[src/rtl/mod_case_prio_arbiter_fsm_pkg.sv]
`default_nettype none
// ============================================================================
// Module      : mod_case_pkg
// Description : Shared state encoding for the case-statement priority arbiter.
// Revision    : 1.0 - initial release
// ============================================================================
package mod_case_pkg;

    typedef enum logic [1:0] {
        IDLE  = 2'd0,
        GRANT = 2'd1,
        COOL  = 2'd2
    } arb_state_e;

    localparam logic [1:0] ARB_STATE_ILLEGAL = 2'd3;

endpackage
`default_nettype wire

[src/rtl/mod_case_prio_arbiter_fsm_prio_enc.sv]
`default_nettype none
// ============================================================================
// Module      : mod_case_prio_enc
// Description : Masked lowest-index priority encoder (combinational).
// Revision    : 1.0 - initial release
// ============================================================================
module mod_case_prio_enc #(
    parameter int NUM_CH = 4,
    parameter int ID_W   = $clog2(NUM_CH)
) (
    input  logic [NUM_CH-1:0] i_req,
    input  logic [NUM_CH-1:0] i_mask,
    output logic              o_found,
    output logic [ID_W-1:0]   o_idx,
    output logic [NUM_CH-1:0] o_onehot
);

    logic [NUM_CH-1:0] w_active;

    assign w_active = i_req & ~i_mask;

    // Scan from the top so the lowest active index is the last one written.
    always_comb begin
        o_found  = 1'b0;
        o_idx    = '0;
        o_onehot = '0;
        for (int i = NUM_CH - 1; i >= 0; i--) begin
            if (w_active[i]) begin
                o_found     = 1'b1;
                o_idx       = ID_W'(i);
                o_onehot    = '0;
                o_onehot[i] = 1'b1;
            end
        end
    end

endmodule
`default_nettype wire

[src/rtl/mod_case_prio_arbiter_fsm.sv]
`default_nettype none
// ============================================================================
// Module      : mod_case_prio_arbiter_fsm
// Description : N-channel priority arbiter FSM with hold limit, timeout mask,
//               cooldown and illegal-state recovery. Optional macro
//               CASE_CHECK_EN enables the sticky out_case_err flag and checks.
// Revision    : 1.0 - initial release
// ============================================================================
module mod_case_prio_arbiter_fsm
    import mod_case_pkg::*;
#(
    parameter int NUM_CH   = 4,
    parameter int HOLD_MAX = 8,
    parameter int COOL_CYC = 1
) (
    input  logic                      clk,
    input  logic                      rst_n,
    input  logic [NUM_CH-1:0]         in_req,
    input  logic                      in_release,
    output logic [NUM_CH-1:0]         out_grant,
    output logic [$clog2(NUM_CH)-1:0] out_grant_id,
    output logic                      out_valid,
    output logic                      out_timeout,
    output logic [1:0]                out_state,
    output logic                      out_case_err
);

    localparam int ID_W   = $clog2(NUM_CH);
    localparam int HOLD_W = $clog2(HOLD_MAX);
    localparam int COOL_W = $clog2(COOL_CYC + 1);

    localparam logic [HOLD_W-1:0] c_hold_last = HOLD_W'(HOLD_MAX - 1);
    localparam logic [COOL_W-1:0] c_cool_last = COOL_W'(COOL_CYC - 1);

    logic [1:0]        r_state;
    logic [HOLD_W-1:0] r_hold_cnt;
    logic [COOL_W-1:0] r_cool_cnt;
    logic [NUM_CH-1:0] r_mask;
    logic [NUM_CH-1:0] r_grant;
    logic [ID_W-1:0]   r_grant_id;
    logic              r_timeout;

    arb_state_e        w_state_nxt;
    logic [HOLD_W-1:0] w_hold_nxt;
    logic [COOL_W-1:0] w_cool_nxt;
    logic [NUM_CH-1:0] w_mask_nxt;
    logic [NUM_CH-1:0] w_grant_nxt;
    logic [ID_W-1:0]   w_grant_id_nxt;
    logic              w_timeout_nxt;

    logic              w_found;
    logic [ID_W-1:0]   w_idx;
    logic [NUM_CH-1:0] w_onehot;
    logic              w_release;
    logic              w_expire;

    mod_case_prio_enc #(
        .NUM_CH (NUM_CH),
        .ID_W   (ID_W)
    ) u_prio_enc (
        .i_req    (in_req),
        .i_mask   (r_mask),
        .o_found  (w_found),
        .o_idx    (w_idx),
        .o_onehot (w_onehot)
    );

    assign w_release = in_release | ~in_req[r_grant_id];
    assign w_expire  = (r_hold_cnt == c_hold_last);

    always_ff @(posedge clk or negedge rst_n) begin
        if (!rst_n) begin
            r_state    <= IDLE;
            r_hold_cnt <= '0;
            r_cool_cnt <= '0;
            r_mask     <= '0;
            r_grant    <= '0;
            r_grant_id <= '0;
            r_timeout  <= 1'b0;
        end else begin
            r_state    <= w_state_nxt;
            r_hold_cnt <= w_hold_nxt;
            r_cool_cnt <= w_cool_nxt;
            r_mask     <= w_mask_nxt;
            r_grant    <= w_grant_nxt;
            r_grant_id <= w_grant_id_nxt;
            r_timeout  <= w_timeout_nxt;
        end
    end

    always_comb begin
        w_state_nxt = IDLE;
        unique case (r_state)
            IDLE:    w_state_nxt = w_found ? GRANT : IDLE;
            GRANT:   w_state_nxt = (w_release || w_expire) ? COOL : GRANT;
            COOL:    w_state_nxt = (r_cool_cnt == c_cool_last) ? IDLE : COOL;
            default: w_state_nxt = IDLE;
        endcase
    end

    // Release takes precedence over expiry: no timeout pulse, no mask.
    always_comb begin
        w_hold_nxt     = '0;
        w_cool_nxt     = '0;
        w_mask_nxt     = r_mask;
        w_grant_nxt    = '0;
        w_grant_id_nxt = '0;
        w_timeout_nxt  = 1'b0;
        unique case (r_state)
            IDLE: begin
                if (in_req != '0) begin
                    w_mask_nxt = '0;
                end
                if (w_found) begin
                    w_grant_nxt    = w_onehot;
                    w_grant_id_nxt = w_idx;
                end
            end
            GRANT: begin
                if (!w_release) begin
                    if (w_expire) begin
                        w_timeout_nxt = 1'b1;
                        w_mask_nxt    = r_grant;
                    end else begin
                        w_grant_nxt    = r_grant;
                        w_grant_id_nxt = r_grant_id;
                        w_hold_nxt     = r_hold_cnt + HOLD_W'(1);
                    end
                end
            end
            COOL: begin
                if (r_cool_cnt != c_cool_last) begin
                    w_cool_nxt = r_cool_cnt + COOL_W'(1);
                end
            end
            default: w_mask_nxt = '0;
        endcase
    end

    assign out_grant    = r_grant;
    assign out_grant_id = r_grant_id;
    assign out_valid    = (r_state == GRANT);
    assign out_timeout  = r_timeout;
    assign out_state    = r_state;

`ifdef CASE_CHECK_EN
    logic r_case_err;

    always_ff @(posedge clk or negedge rst_n) begin
        if (!rst_n) begin
            r_case_err <= 1'b0;
        end else if ((r_state == ARB_STATE_ILLEGAL) ||
                     ((r_grant & (r_grant - NUM_CH'(1))) != '0)) begin
            r_case_err <= 1'b1;
        end
    end

    assign out_case_err = r_case_err;

    a_grant_onehot0: assert property (@(posedge clk) disable iff (!rst_n)
        (r_grant & (r_grant - NUM_CH'(1))) == '0);

    a_mask_clear: assert property (@(posedge clk) disable iff (!rst_n)
        (r_state == IDLE && in_req != '0) |=> (r_mask == '0));
`else
    assign out_case_err = 1'b0;
`endif

endmodule
`default_nettype wire

[config.mk]
export PLATFORM = sky130hd
export DESIGN_NAME = mod_case_prio_arbiter_fsm
export DESIGN_NICKNAME = d
export VERILOG_FILES = /design/src/rtl/mod_case_prio_arbiter_fsm_pkg.sv /design/src/rtl/mod_case_prio_arbiter_fsm_prio_enc.sv /design/src/rtl/mod_case_prio_arbiter_fsm.sv
export SDC_FILE = /design/constraint.sdc
export NUM_CORES = 1
export LEC_CHECK = 0
export ABC_AREA = 1
export CAP_MARGIN = 40
export CORE_MARGIN = 2
export CORE_UTILIZATION = 25
export CTS_CLUSTER_SIZE = 16
export DETAILED_ROUTE_END_ITERATION = 10
export GPL_TIMING_DRIVEN = 1
export PLACE_DENSITY_LB_ADDON = 0.2
export SLEW_MARGIN = 10
export SYNTH_ARGS = -nofsm -noshare
export SYNTH_HDL_FRONTEND = slang
export SYNTH_SLANG_ARGS = --single-unit
export TNS_END_PERCENT = 20
[constraint.sdc]
create_clock -name clk -period 2.7 [get_ports clk]
set_input_delay 0.405 -clock clk [delete_from_list [all_inputs] [get_ports clk]]
set_output_delay 0.405 -clock clk [all_outputs]
set_load 0.005 [all_outputs]
==> results of run 1 <==
critical path: cells and delay by family (launching register included):
kind | cells | cell delay (ns)
buf+inv | 1 | 0.53
flops | 1 | 0.43
simple gates | 1 | 0.20
metal layers:
| metal | vias up | part of all wire [%] | global-route usage (%) |
|---|---|---|---|
| li1 | 330 | - | - |
| met1 | 320 | 48 | 13.30 |
| met2 | 16 | 45 | 16.90 |
| met3 | 5 | 4.1 | 0.8529 |
| met4 | 0 | 2.8 | 6.522 |
| met5 | - | 0 | 0 |
final timing paths:
kind | to | slack, ns | cells past startpoint
worst max-delay path | out_valid | 0.83 | 2
worst min-delay path | r_hold_cnt[0] | 0.46 | 1
worst max register to register | out_grant[0] | 1.27 | 7
worst min register to register | r_hold_cnt[0] | 0.46 | 1
max in group asynchronous | out_grant_id[0] | 1.70 | 1
min in group asynchronous | out_timeout | 0.54 | 1
registers in the layout (all words and copies together), names as in the netlist:
signal        cells
r_mask            4
out_state         2
out_grant_id      2
r_hold_cnt        3
out_timeout       1
out_grant         4
where the power goes:
group	switching (W)	total [W]	internal (W)
sequential	0.0000355	0.000311	0.000276
clock	0.0000788	0.000161	0.0000822
combinational	0.000158	0.000290	0.000132
total	0.000272	0.000763	0.000491
stage by stage:
stage               instance area (um2)  total power [W]  hold slack [ns]  utilization (%)  std cells
detailed placement                 1012        0.0006086           0.4468            33.16        154
floorplan                         804.5        0.0004748           0.1094                -         95
global placement                   1012        0.0006102           0.4564            33.16        154
finish                             1049        0.0007626           0.4560            34.34        158
global route                       1049        0.0008137           0.4712            34.34        158
CTS                                1049        0.0007709           0.4610            34.34        158
area by class of cell:
type | count | area [um2]
fillers | 339 | 2004
inverters | 16 | 60.06
well taps | 44 | 55.05
multi-input cells | 62 | 336.6
flip-flops and latches | 16 | 400.4
repair buffers | 16 | 160.2
clock buffers | 4 | 36.28
cells by family after synthesis:
logic type / count (synthesis)
buf+inv: 17
fa+ha+maj: 2
compound gates: 6
other cells: 1
simple gates: 53
flops: 16
cells in the mapped netlist:
cell type / count
nand2_1: 32
dfrtp_1: 16
inv_1: 13
nor2_1: 5
o21ai_0: 4
inv_2: 3
nand3_1: 3
ha_1: 2
nand2_4: 2
nand3_2: 2
nor3b_1: 2
o22ai_1: 2
buf_4: 1
conb_1: 1
nand2_2: 1
nand4_1: 1
nand4_2: 1
nor2_4: 1
nor3_1: 1
nor3_4: 1
or2_2: 1
==> results.md, run 1 <==
* Outcome: finished clean
* Maximum Capacitance Violations at 0
* Endpoints failing setup at 0
* N_diodes at 0
* RSZ-0062 raised after global routing: false
* Final wirelength at 1694 um
* Setup crit start kind: flip-flop
* Worst min-delay path class: reg2reg
* Peak Freq at 0.5360 GHz
* Final Hold Viols at 0
* Crit path max fanout at 6
* Nets at 124
* Post-synth design cell area at 804.5 um2
* Vias per cell at 4.247
* Simple-gate portion of the synthesized area at 34.21%
* CTS buffer count at 3
* Worst-Skew Late Latency at 0.29 ns
* Place WS at 0.9296 ns
* CP required at 2.30 ns
* Worst path arrival time at 1.46 ns
* Post-synthesis cell count at 95
* Main combinational cell family by area after synthesis: simple AND/OR/NAND/NOR gates
* Syn_nets at 104
* Synthesized flop and latch total at 16
* Initial Util at 26.35%
* Die Area at 0.003688 mm2
* Final Skew at 0.003537 ns
* Commonest non-fill, non-tap cell in the layout: nand2_1
* Worst Setup SP: out_state[1]
* CTS tree: done
* Leak at 0.5480 nW
* Remaining DRCs at 0
* Number of global-route vias before repair at 662
* Largest net degree at the start of global routing at 17
* First-pass GRT wire length at 2787 um
* Synth area leaders: dfrtp_1 (50%), nand2_1 (15%), inv_1 (6.1%), ha_1 (3.1%), nand2_4 (2.8%)
* Layout area overhead at 30.33%
* I/O pin cnt at 18
* Slowest-stage cell, CP: clkdlybuf4s50_1
* Antenna violations before repair at 0
* Postcts setup bufs at 0
* Fin crit share at 69.10%
* Synth Area in Compound Gates at 4.044%
* HP Start: r_hold_cnt[0]
* Synth warn at 0
* Buffers on Ports at 16
* DRT antenna net count at 0
* DRT iter0 DRCs at 13
* Total global-route track usage at 10.38%
* CTS Root Buffer Type: clkbuf_4
* Most frequent cells in the layout: nand2_1 (32), clkdlybuf4s50_1 (16), dfrtp_1 (16)
* Synth Area in XOR/XNOR at 0%
* Reg-to-Reg Start: r_hold_cnt[0]
* Post-DP HPWL at 1335 um
* Crit end category: output port
* Mean post-synth cell area at 8.469 um2
* # rows at 20
* Clock Sinks at 16
* Share of layout cells above drive strength 1 at 14.04%
* H-tree levels at 1
* Area share of fa/ha/maj cells after synthesis at 3.110%
* CTS Hold Bufs at 0
* Routability cong. at 0.7921
* Via count at 671
* Final slew viol count at 0
* Max Root-Sink Buffers at 2
* Worst-path cell chain: nor2_4, clkdlybuf4s50_1
* Yosys cell types at 21
* Largest stage delay, worst path at 0.53 ns
* Setup ws final at 0.8344 ns
* Die Y at 60.73 um
* Clk pin slew, worst setup/hold paths at 0.10 ns
* Core region area at 0.003053 mm2
* Seq/Total Area, Yosys at 49.77%
* Final Critical Period at 1.866 ns
* PostCTS Resize Cnt at 0
* Peak supply drop at 0.1843 mV
* Slew @ Worst Pin at 0.7325 ns
* Share of the synthesized area in the top cell type at 49.77%
* Mux contribution to synthesized area at 0%
* TNS Setup at 0 ns
* Critical path class: reg2out
* Power density cells at 727.3 mW/mm2
* Drt pass-1 iters at 4
* Chip Width at 60.73 um
* Total grt overflow at 0
* Cell type with the largest total area after synthesis: dfrtp_1
* WL per Instance at 10.72 um
* Worst relative slew slack at 51.01%
Note: power is estimated with default switching activity, not from simulation.
==> run 2, diff against run 1 <==
Clock period 2.7 ns to 1.6 ns, I/O delays scaled along.
==> results.md, run 2 (synthesized netlist as in run 1, its figures left out) <==
* Via count at 694 (+3.4%)
* Clk pin slew, worst setup/hold paths at 0.10 ns (about the same)
* Worst min-delay path class: in2async
* Antenna violations before repair at 0 (unchanged)
* Die Area at 0.003688 mm2 (unchanged)
* Post-DP HPWL at 1376 um (+3.0%)
* Setup ws final at 0.08755 ns (-0.7469 ns)
* Total global-route track usage at 11.06% (+0.68 points)
* First-pass GRT wire length at 3015 um (+8.2%)
* Largest net degree at the start of global routing at 17 (unchanged)
* Worst-path cell chain: clkdlybuf4s50_1
* Final Critical Period at 1.512 ns
* Hold slack at 0.2644 ns (-0.1916 ns)
* Crit end category: output port
* Drt pass-1 iters at 4 (unchanged)
* Final Skew at 0.004743 ns (+0.001206 ns)
* Worst path arrival time at 1.27 ns (-0.19 ns)
* Chip Width at 60.73 um (unchanged)
* Share of layout cells above drive strength 1 at 16.38% (+2.3 points)
* DRT iter0 DRCs at 30 (+17)
* Remaining DRCs at 0 (unchanged)
* H-tree levels at 1 (unchanged)
* CTS Root Buffer Type: clkbuf_4
* Final slew viol count at 0 (unchanged)
* Critical path's top delay family: buffers and inverters
* Leak at 0.5649 nW (+3.1%)
* Worst-Skew Late Latency at 0.29 ns (about the same)
* Critical path class: reg2out
* Buf+Inv Stages, Crit Path at 1 (unchanged)
* TNS Setup at 0 ns (unchanged)
* CTS tree: done
* Commonest non-fill, non-tap cell in the layout: nand2_1
* Final Hold Viols at 0 (unchanged)
* Max Root-Sink Buffers at 2 (unchanged)
* Final Cell Area at 0.001060 mm2 (+1.1%)
* Slowest-stage cell, CP: clkdlybuf4s50_1
* Crit path max fanout at 5 (-1)
* Outcome: finished clean
* Total grt overflow at 0 (unchanged)
* DRT antenna net count at 0 (unchanged)
* Layout area overhead at 31.73%
* Vias per cell at 4.338 (+2.1%)
* Core region area at 0.003053 mm2 (unchanged)
* # fillers at 340 (+0.29%)
* Setup crit start kind: flip-flop
* Peak supply drop at 0.2950 mV (+60%)
* Endpoints failing setup at 0 (unchanged)
* CP required at 1.36 ns (-0.94 ns)
* Power density cells at 1192 mW/mm2 (+64%)
* Clock Sinks at 16 (unchanged)
* Final wirelength at 1848 um (+9.1%)
* Largest stage delay, worst path at 0.53 ns (about the same)
* # rows at 20 (unchanged)
* Reg2reg setup slack at 0.16 ns (-1.11 ns)
* Post-layout util at 34.71% (+0.37 points)
* Place WS at 0.03365 ns (-0.8959 ns)
* Number of global-route vias before repair at 653 (-1.4%)
* CTS buffer count at 3 (unchanged)
* Buffers on Ports at 16 (unchanged)
* WL per Instance at 11.55 um (+7.7%)
* Most frequent cells in the layout: nand2_1 (32), dfrtp_1 (16), clkdlybuf4s50_1 (15)
* Routability cong. at 0.8224 (+3.8%)
* Post-DP Area at 0.001035 mm2 (+2.2%)
* Fin crit share at 94.53%
* Maximum Capacitance Violations at 0 (unchanged)
* RSZ-0062 raised after global routing: false
* I/O pin cnt at 18 (unchanged)
* Initial Util at 26.35% (unchanged)
* Nets at 127 (+2.4%)
* Peak Freq at 0.6612 GHz
* Postcts setup bufs at 0 (unchanged)
* N_diodes at 0 (unchanged)
* Die Y at 60.73 um (unchanged)
run 2: changes by cell type in the layout (fill, tap and decap cells not counted):
cell	previous run	this run
inv_2	3	4
clkdlybuf4s50_1	16	15
dlymetal6s2s_1	0	1
buf_4	0	3
clkbuf_8	1	0
inv_1	13	12
run 2: final timing paths:
kind                            startpoint               to  depth (start not counted)
max                        out_grant_id[0]  out_grant_id[0]                          1
min reg2reg                  r_hold_cnt[0]    r_hold_cnt[0]                          1
max reg2reg                  r_hold_cnt[0]     out_state[0]                          6
max in group asynchronous            rst_n      out_timeout                          2
min in group clk             r_hold_cnt[0]    r_hold_cnt[0]                          1
min                                  rst_n        r_mask[2]                          2
run 2: power breakdown:
part           switching [W]  total, W  internal, W
sequential         0.0000579  0.000524     0.000466
clock               0.000131  0.000219    0.0000876
combinational       0.000275  0.000520     0.000245
run 2: stage by stage:
| step | instances | power (W) |
|---|---|---|
| floorplan | 95 | 0.0008013 |
| global placement | 157 | 0.001056 |
| detailed placement | 157 | 0.001057 |
| CTS | 160 | 0.001276 |
| global route | 160 | 0.001352 |
| finish | 160 | 0.001263 |
run 2: timing repair:
action	CTS	global route
setup endpoints to repair	0	3
gates resized for setup	0	2
hold buffers	0	0
run 2: area by class of cell:
class	instances	area, um2	area share (%)
timing repair buffer	19	185.2	17.47
clock buffer	3	22.52	2.125
multi-input combinational	62	336.6	31.76
sequential	16	400.4	37.78
tap	44	55.05	5.195
inverter	16	60.06	5.667
run 2: metal layers:
layer	wire length [um]	part of all wire, %	track usage [%]
met4	22	1.2	4.658
met3	75	4.1	1.279
met5	0	0	0
met2	800	43	16.59
met1	951	51	16.12
